## src/rtl/operand_hazard_ctrl.sv

```systemverilog
// Decode-stage hazard controller: shadow E/M/W writer slots drive stall and
// comparator forwarding selects; a busy countdown sequences the mult/div unit.
module operand_hazard_ctrl #(
  parameter int MULT_CYCLES = 5,
  parameter int DIV_CYCLES  = 10,
  parameter int CNT_W       = 4
) (
  input  logic       clk,
  input  logic       reset,
  input  logic       d_valid,
  input  logic [4:0] d_rs,
  input  logic [4:0] d_rt,
  input  logic [1:0] d_rs_tuse,
  input  logic [1:0] d_rt_tuse,
  input  logic [4:0] d_dst,
  input  logic [1:0] d_tnew,
  input  logic       d_md_start,
  input  logic       d_md_is_div,
  input  logic       d_md_use,
  output logic       stall,
  output logic [1:0] fwd_rs_sel,
  output logic [1:0] fwd_rt_sel,
  output logic       md_busy
);

  logic [4:0]       e_dst_r, m_dst_r, w_dst_r;
  logic [1:0]       e_tnew_r, m_tnew_r, w_tnew_r;
  logic [CNT_W-1:0] md_cnt_r;
  logic             rs_hz_s, rt_hz_s, md_hz_s, stall_s;
  logic [1:0]       rs_sel_s, rt_sel_s;

  function automatic logic [1:0] tnew_dec(input logic [1:0] t);
    if (t == 2'd0) return 2'd0;
    else           return t - 2'd1;
  endfunction

  // Returns {hazard, select}; nearest matching slot wins, $0 and unread operands never match.
  function automatic logic [2:0] resolve(
    input logic [4:0] r,     input logic [1:0] tuse,
    input logic [4:0] e_dst, input logic [1:0] e_tnew,
    input logic [4:0] m_dst, input logic [1:0] m_tnew,
    input logic [4:0] w_dst, input logic [1:0] w_tnew
  );
    logic [2:0] res;
    res = 3'b000;
    if (tuse == 2'd3 || r == 5'd0) begin
      res = 3'b000;
    end else if (e_dst == r) begin
      res = {(e_tnew > tuse), ((e_tnew == 2'd0) ? 2'd1 : 2'd0)};
    end else if (m_dst == r) begin
      res = {(m_tnew > tuse), ((m_tnew == 2'd0) ? 2'd2 : 2'd0)};
    end else if (w_dst == r) begin
      res = {(w_tnew > tuse), ((w_tnew == 2'd0) ? 2'd3 : 2'd0)};
    end else begin
      res = 3'b000;
    end
    return res;
  endfunction

  // Operand hazard resolution, md interlock and overall stall.
  always_comb begin
    rs_hz_s  = 1'b0;
    rt_hz_s  = 1'b0;
    rs_sel_s = 2'd0;
    rt_sel_s = 2'd0;
    {rs_hz_s, rs_sel_s} = resolve(d_rs, d_rs_tuse, e_dst_r, e_tnew_r,
                                  m_dst_r, m_tnew_r, w_dst_r, w_tnew_r);
    {rt_hz_s, rt_sel_s} = resolve(d_rt, d_rt_tuse, e_dst_r, e_tnew_r,
                                  m_dst_r, m_tnew_r, w_dst_r, w_tnew_r);
    md_hz_s = (d_md_use | d_md_start) & md_busy;
    stall_s = d_valid & (rs_hz_s | rt_hz_s | md_hz_s);
  end

  assign stall      = stall_s;
  assign fwd_rs_sel = rs_sel_s;
  assign fwd_rt_sel = rt_sel_s;
  assign md_busy    = (md_cnt_r != {CNT_W{1'b0}});

  // Slot shift (E enters only on an unstalled valid issue) and md countdown.
  always_ff @(posedge clk or posedge reset) begin
    if (reset) begin
      e_dst_r  <= 5'd0;
      e_tnew_r <= 2'd0;
      m_dst_r  <= 5'd0;
      m_tnew_r <= 2'd0;
      w_dst_r  <= 5'd0;
      w_tnew_r <= 2'd0;
      md_cnt_r <= {CNT_W{1'b0}};
    end else begin
      m_dst_r  <= e_dst_r;
      m_tnew_r <= tnew_dec(e_tnew_r);
      w_dst_r  <= m_dst_r;
      w_tnew_r <= tnew_dec(m_tnew_r);
      if (d_valid && !stall_s) begin
        e_dst_r  <= d_dst;
        e_tnew_r <= d_tnew;
      end else begin
        e_dst_r  <= 5'd0;
        e_tnew_r <= 2'd0;
      end
      if (d_valid && d_md_start && !stall_s) begin
        md_cnt_r <= d_md_is_div ? CNT_W'(DIV_CYCLES) : CNT_W'(MULT_CYCLES);
      end else if (md_busy) begin
        md_cnt_r <= md_cnt_r - CNT_W'(1);
      end else begin
        md_cnt_r <= md_cnt_r;
      end
    end
  end

endmodule

```

## config.mk

```make
export PLATFORM = sky130hd
export DESIGN_NAME = operand_hazard_ctrl
export DESIGN_NICKNAME = d
export VERILOG_FILES = /design/src/rtl/operand_hazard_ctrl.sv
export SDC_FILE = /design/constraint.sdc
export NUM_CORES = 1
export LEC_CHECK = 0
export ABC_AREA = 0
export BUFFER_PORTS_ARGS = -buffer_cell sky130_fd_sc_hd__buf_2
export CAP_MARGIN = 20
export CELL_PAD_IN_SITES_DETAIL_PLACEMENT = 2
export CELL_PAD_IN_SITES_GLOBAL_PLACEMENT = 2
export CORE_AREA = 2 2 72 74
export CTS_BUF_LIST = sky130_fd_sc_hd__clkbuf_16
export DETAILED_ROUTE_END_ITERATION = 8
export DIE_AREA = 0 0 74 76
export HOLD_SLACK_MARGIN = 0.1
export PLACE_DENSITY = 0.8
export SYNTH_ARGS = -nofsm -noshare
export SYNTH_HDL_FRONTEND = slang
export SYNTH_SLANG_ARGS = --single-unit
```

## constraint.sdc

```tcl
create_clock -name clk -period 7.38 [get_ports clk]
set_clock_uncertainty 0.15 [all_clocks]
set_input_delay 1.476 -clock clk [delete_from_list [all_inputs] [get_ports clk]]
set_output_delay 1.476 -clock clk [all_outputs]
set_load 0.03 [all_outputs]
```

==> impl_metrics.yaml <==
run_status:
  status: "finished clean"
worst_setup_path:
  slowest_delay_ps: 420
  critical_path.slowest_cell: "mux2_2"
  worstPathRequired_ps: 5750
  ff2ff_path_depth: 6
  r2r_end: "md_cnt_r[3]"
  crit_path_frequent_cell: "buf_2"
  timing.setup.critical_path_class: "in2out"
  crit_path_cell_trace: "buf_2 -> xnor2_1 -> nand3_1 -> nor3_1 -> mux2_2 -> o211ai_2 -> and2_1 -> buf_2"
  setup.reg_to_reg.worst_slack_ps: 4920
  end_kind: "output port"
  source_of_the_worst_register_to_register_timing_path: "md_cnt_r[0]"
  critical_path_arrival_ps: 3380
  crit_path_start_kind: "primary input"
  critPathMaxFanout: 8
global_routing:
  global_route.usage.met1: 0.2431
  grt_antenna_before_repair: 0
  gr_ovfl_total: 0
  grt_util_all_layers: 0.1766
  busiest_layer: "met2"
  grt_max_degree: 26
  global_route.usage.met3: 0.01323
  wire_length_of_the_first_global_routing_pass_mm: 7.583
  met2_track_demand_over_resource: 0.2946
  first_global_vias: 1519
yosys:
  ys_seq_elements: 25
  seq_total_area_yosys: 0.3660
  synth-warning-count: 0
  synth_cell_types: 36
  synth_cell_area_um2: 1709
  syn-instance-count: 178
  syn_area_per_cell_um2: 9.602
  postSynthNetCount: 219
clock_tree:
  tritoncts: "built"
  numCtsBuffers: 3
  post_cts.repair.setup_buffers: 0
  clock_tree.root_cell: "clkbuf_16"
  post_cts_resized: 0
  htree_levels: 1
  clock_latency_on_the_worst_skew_pair_ps: 260
  cts.sinks: 25
  cts_buffer_depth: 2
  cts.hold.buffers_added: 0
  path_clk_slew_ps: 70
final_layout:
  layout.cells.most_common_list: "buf_2 (32), dfrtp_1 (25), nand2_1 (20)"
  final_layout_size_suffix_gt1_frac: 0.2290
  area_delta_synth_final_pct: 20.72
  antennaDiodeCount: 0
  mostFrequentLayoutCell: "buf_2"
  num-fill-cells: 546
  post_layout_nonfiller_instances: 284
  final_net_count: 256
min_path:
  min_path_cells: 0
  worst_hold_path.endpoint: "w_dst_r[4]"
  min_from: "m_dst_r[4]"
  worst_hold_path_type: "reg2reg"
routing:
  initialDrtViolationCount: 12
  via_per_inst: 4.863
  remaining_drc_errors: 0
  wl_per_cell_um: 15.72
  vias: 1381
  drt_pre_antenna_iters: 2
  postRouteAntennaNets: 0
  total_wire_length_mm: 4.465
placed_design:
  place_ws_ps: 2414
  portBuffers: 32
  gp_congestion: 0.7213
  detailed_place_hpwl_mm: 3.708
  dp_cells: 279
floorplanning:
  die_height_um: 76
  initial_core_util: 0.3479
  floorplan.io_pins: 33
  placement_rows: 26
  die_footprint_um2: 5624
  fp.coreArea_um2: 4912
  floorplan.die.width_um: 74
sta:
  max_slew_margin: 0.4931
  finalCriticalPeriod_ps: 5005
  timing_hold_violations_final: 0
  final_min_period_over_clock_period: 0.6782
  setup-tns-final_ps: 0
  setup_ws_ps: 2375
  tightest_slew_ps: 758.7
  fmaxAchievable_ghz: 0.1998
  setup_viol_count_final: 0
  rsz0062_at_grt: "no"
  slew_violations: 0
power:
  vdd.ir_drop.worst_mv: 0.1100
  power-per-cell-area_nw_per_um2: 224.0
  p_leak_uw: 0.0009853
flow_run:
  max_cap_violations: 0
## registers in the layout, summed over array words and instances, names as in the netlist
| register | cells |
|---|---|
| m_tnew_r | 2 |
| e_dst_r | 5 |
| e_tnew_r | 2 |
| w_dst_r | 5 |
| m_dst_r | 5 |
| w_tnew_r | 2 |
| md_cnt_r | 4 |
## per-layer routing
layer	share of wire	up-vias
met5	0	-
met1	0.47	673
met3	0.021	4
met2	0.50	26
li1	-	678
met4	0.0099	0
## metrics by stage
| stage | hold WS [ps] | power, uW | util | area (um2) |
|---|---|---|---|---|
| 2_1_floorplan | 258.7 | 292.0 | - | 1709 |
| 3_3_place_gp | 281.8 | 330.5 | 0.3976 | 1953 |
| 3_5_place_dp | 296.0 | 338.0 | 0.3976 | 1953 |
| 4_1_cts | 311.5 | 463.7 | 0.4144 | 2036 |
| 5_1_grt | 328.3 | 496.3 | 0.4200 | 2063 |
| 6_report | 307.8 | 462.1 | 0.4200 | 2063 |
## layout make-up
| type | instances | area (um2) | share of cell area |
|---|---|---|---|
| clock buffers | 3 | 75.07 | 0.03639 |
| clock inverters | 1 | 7.507 | 0.003639 |
| inverters | 10 | 37.54 | 0.01819 |
| multi-input cells | 142 | 1042 | 0.5052 |
| flip-flops and latches | 25 | 625.6 | 0.3032 |
| well taps | 70 | 87.58 | 0.04245 |
| repair buffers | 33 | 187.7 | 0.09096 |
## synth_stat cells (all sizes together)
master   instances  area, um2
xnor2           17      148.9
o21ai            7      42.54
nand4b           1      8.760
mux2i            1      10.01
xor2            15      131.4
or2b             1      7.510
nand2           20      75.07
inv             10      37.54
o31ai            1      21.27
a211oi           1      7.510
or4              3      26.27
and2             6      40.04
or3              2      12.51
dfrtp           25      625.6
mux2             3      41.29
nor3b            1      7.510
o22ai            1      6.260
nor2b            7      43.79
o211ai           1      12.51
nor2            16      60.06
o32a             1      11.26
and3             1      6.260
a21o             1      7.510
a31oi            1      12.51
ha              14      175.2
nor3             8      40.04
o2111ai          2      35.04
nand3            4      20.02
nor4             1      6.260
buf              1      3.750
a21oi            5      25.02
## worst max-delay path, delay by kind of cell
kind | cells | cell delay [ps]
AO/OA/AOI/OAI | 1 | 320
XOR/XNOR | 1 | 190
buffers and inverters | 2 | 330
multiplexers | 1 | 420
AND/OR/NAND/NOR | 3 | 650
## where the power goes
group	switching, uW	leakage (uW)	internal (uW)	total (uW)
clock network	51.7	0.0000371	73.7	125
logic	81.8	0.000613	75.1	157
registers	21.3	0.000335	158	180
## worst max-delay path by stage
stage	from	endpoint	slack, ps	depth (start not counted)
4_1_cts	d_rt[0]	stall	2340	8
6_report	d_rt[0]	stall	2370	8
2_1_floorplan	d_rs[0]	fwd_rs_sel[0]	2760	5
3_5_place_dp	d_rs_tuse[1]	stall	2410	10
3_3_place_gp	d_rs_tuse[1]	stall	2470	10
5_1_grt	d_rt[0]	stall	2170	8
## logic make-up (layout without fill, tap and decap cells)
| family | after synthesis | in the layout | share of synthesized area |
|---|---|---|---|
| buffers and inverters | 11 | 47 | 0.02416 |
| AO/OA/AOI/OAI | 21 | 21 | 0.1062 |
| adder cells (fa/ha/maj) | 14 | 14 | 0.1025 |
| flip-flops | 25 | 25 | 0.3660 |
| AND/OR/NAND/NOR | 71 | 71 | 0.2072 |
| XOR/XNOR | 32 | 32 | 0.1640 |
| multiplexers | 4 | 4 | 0.03002 |
No activity file was read; power rests on OpenSTA's default activity.
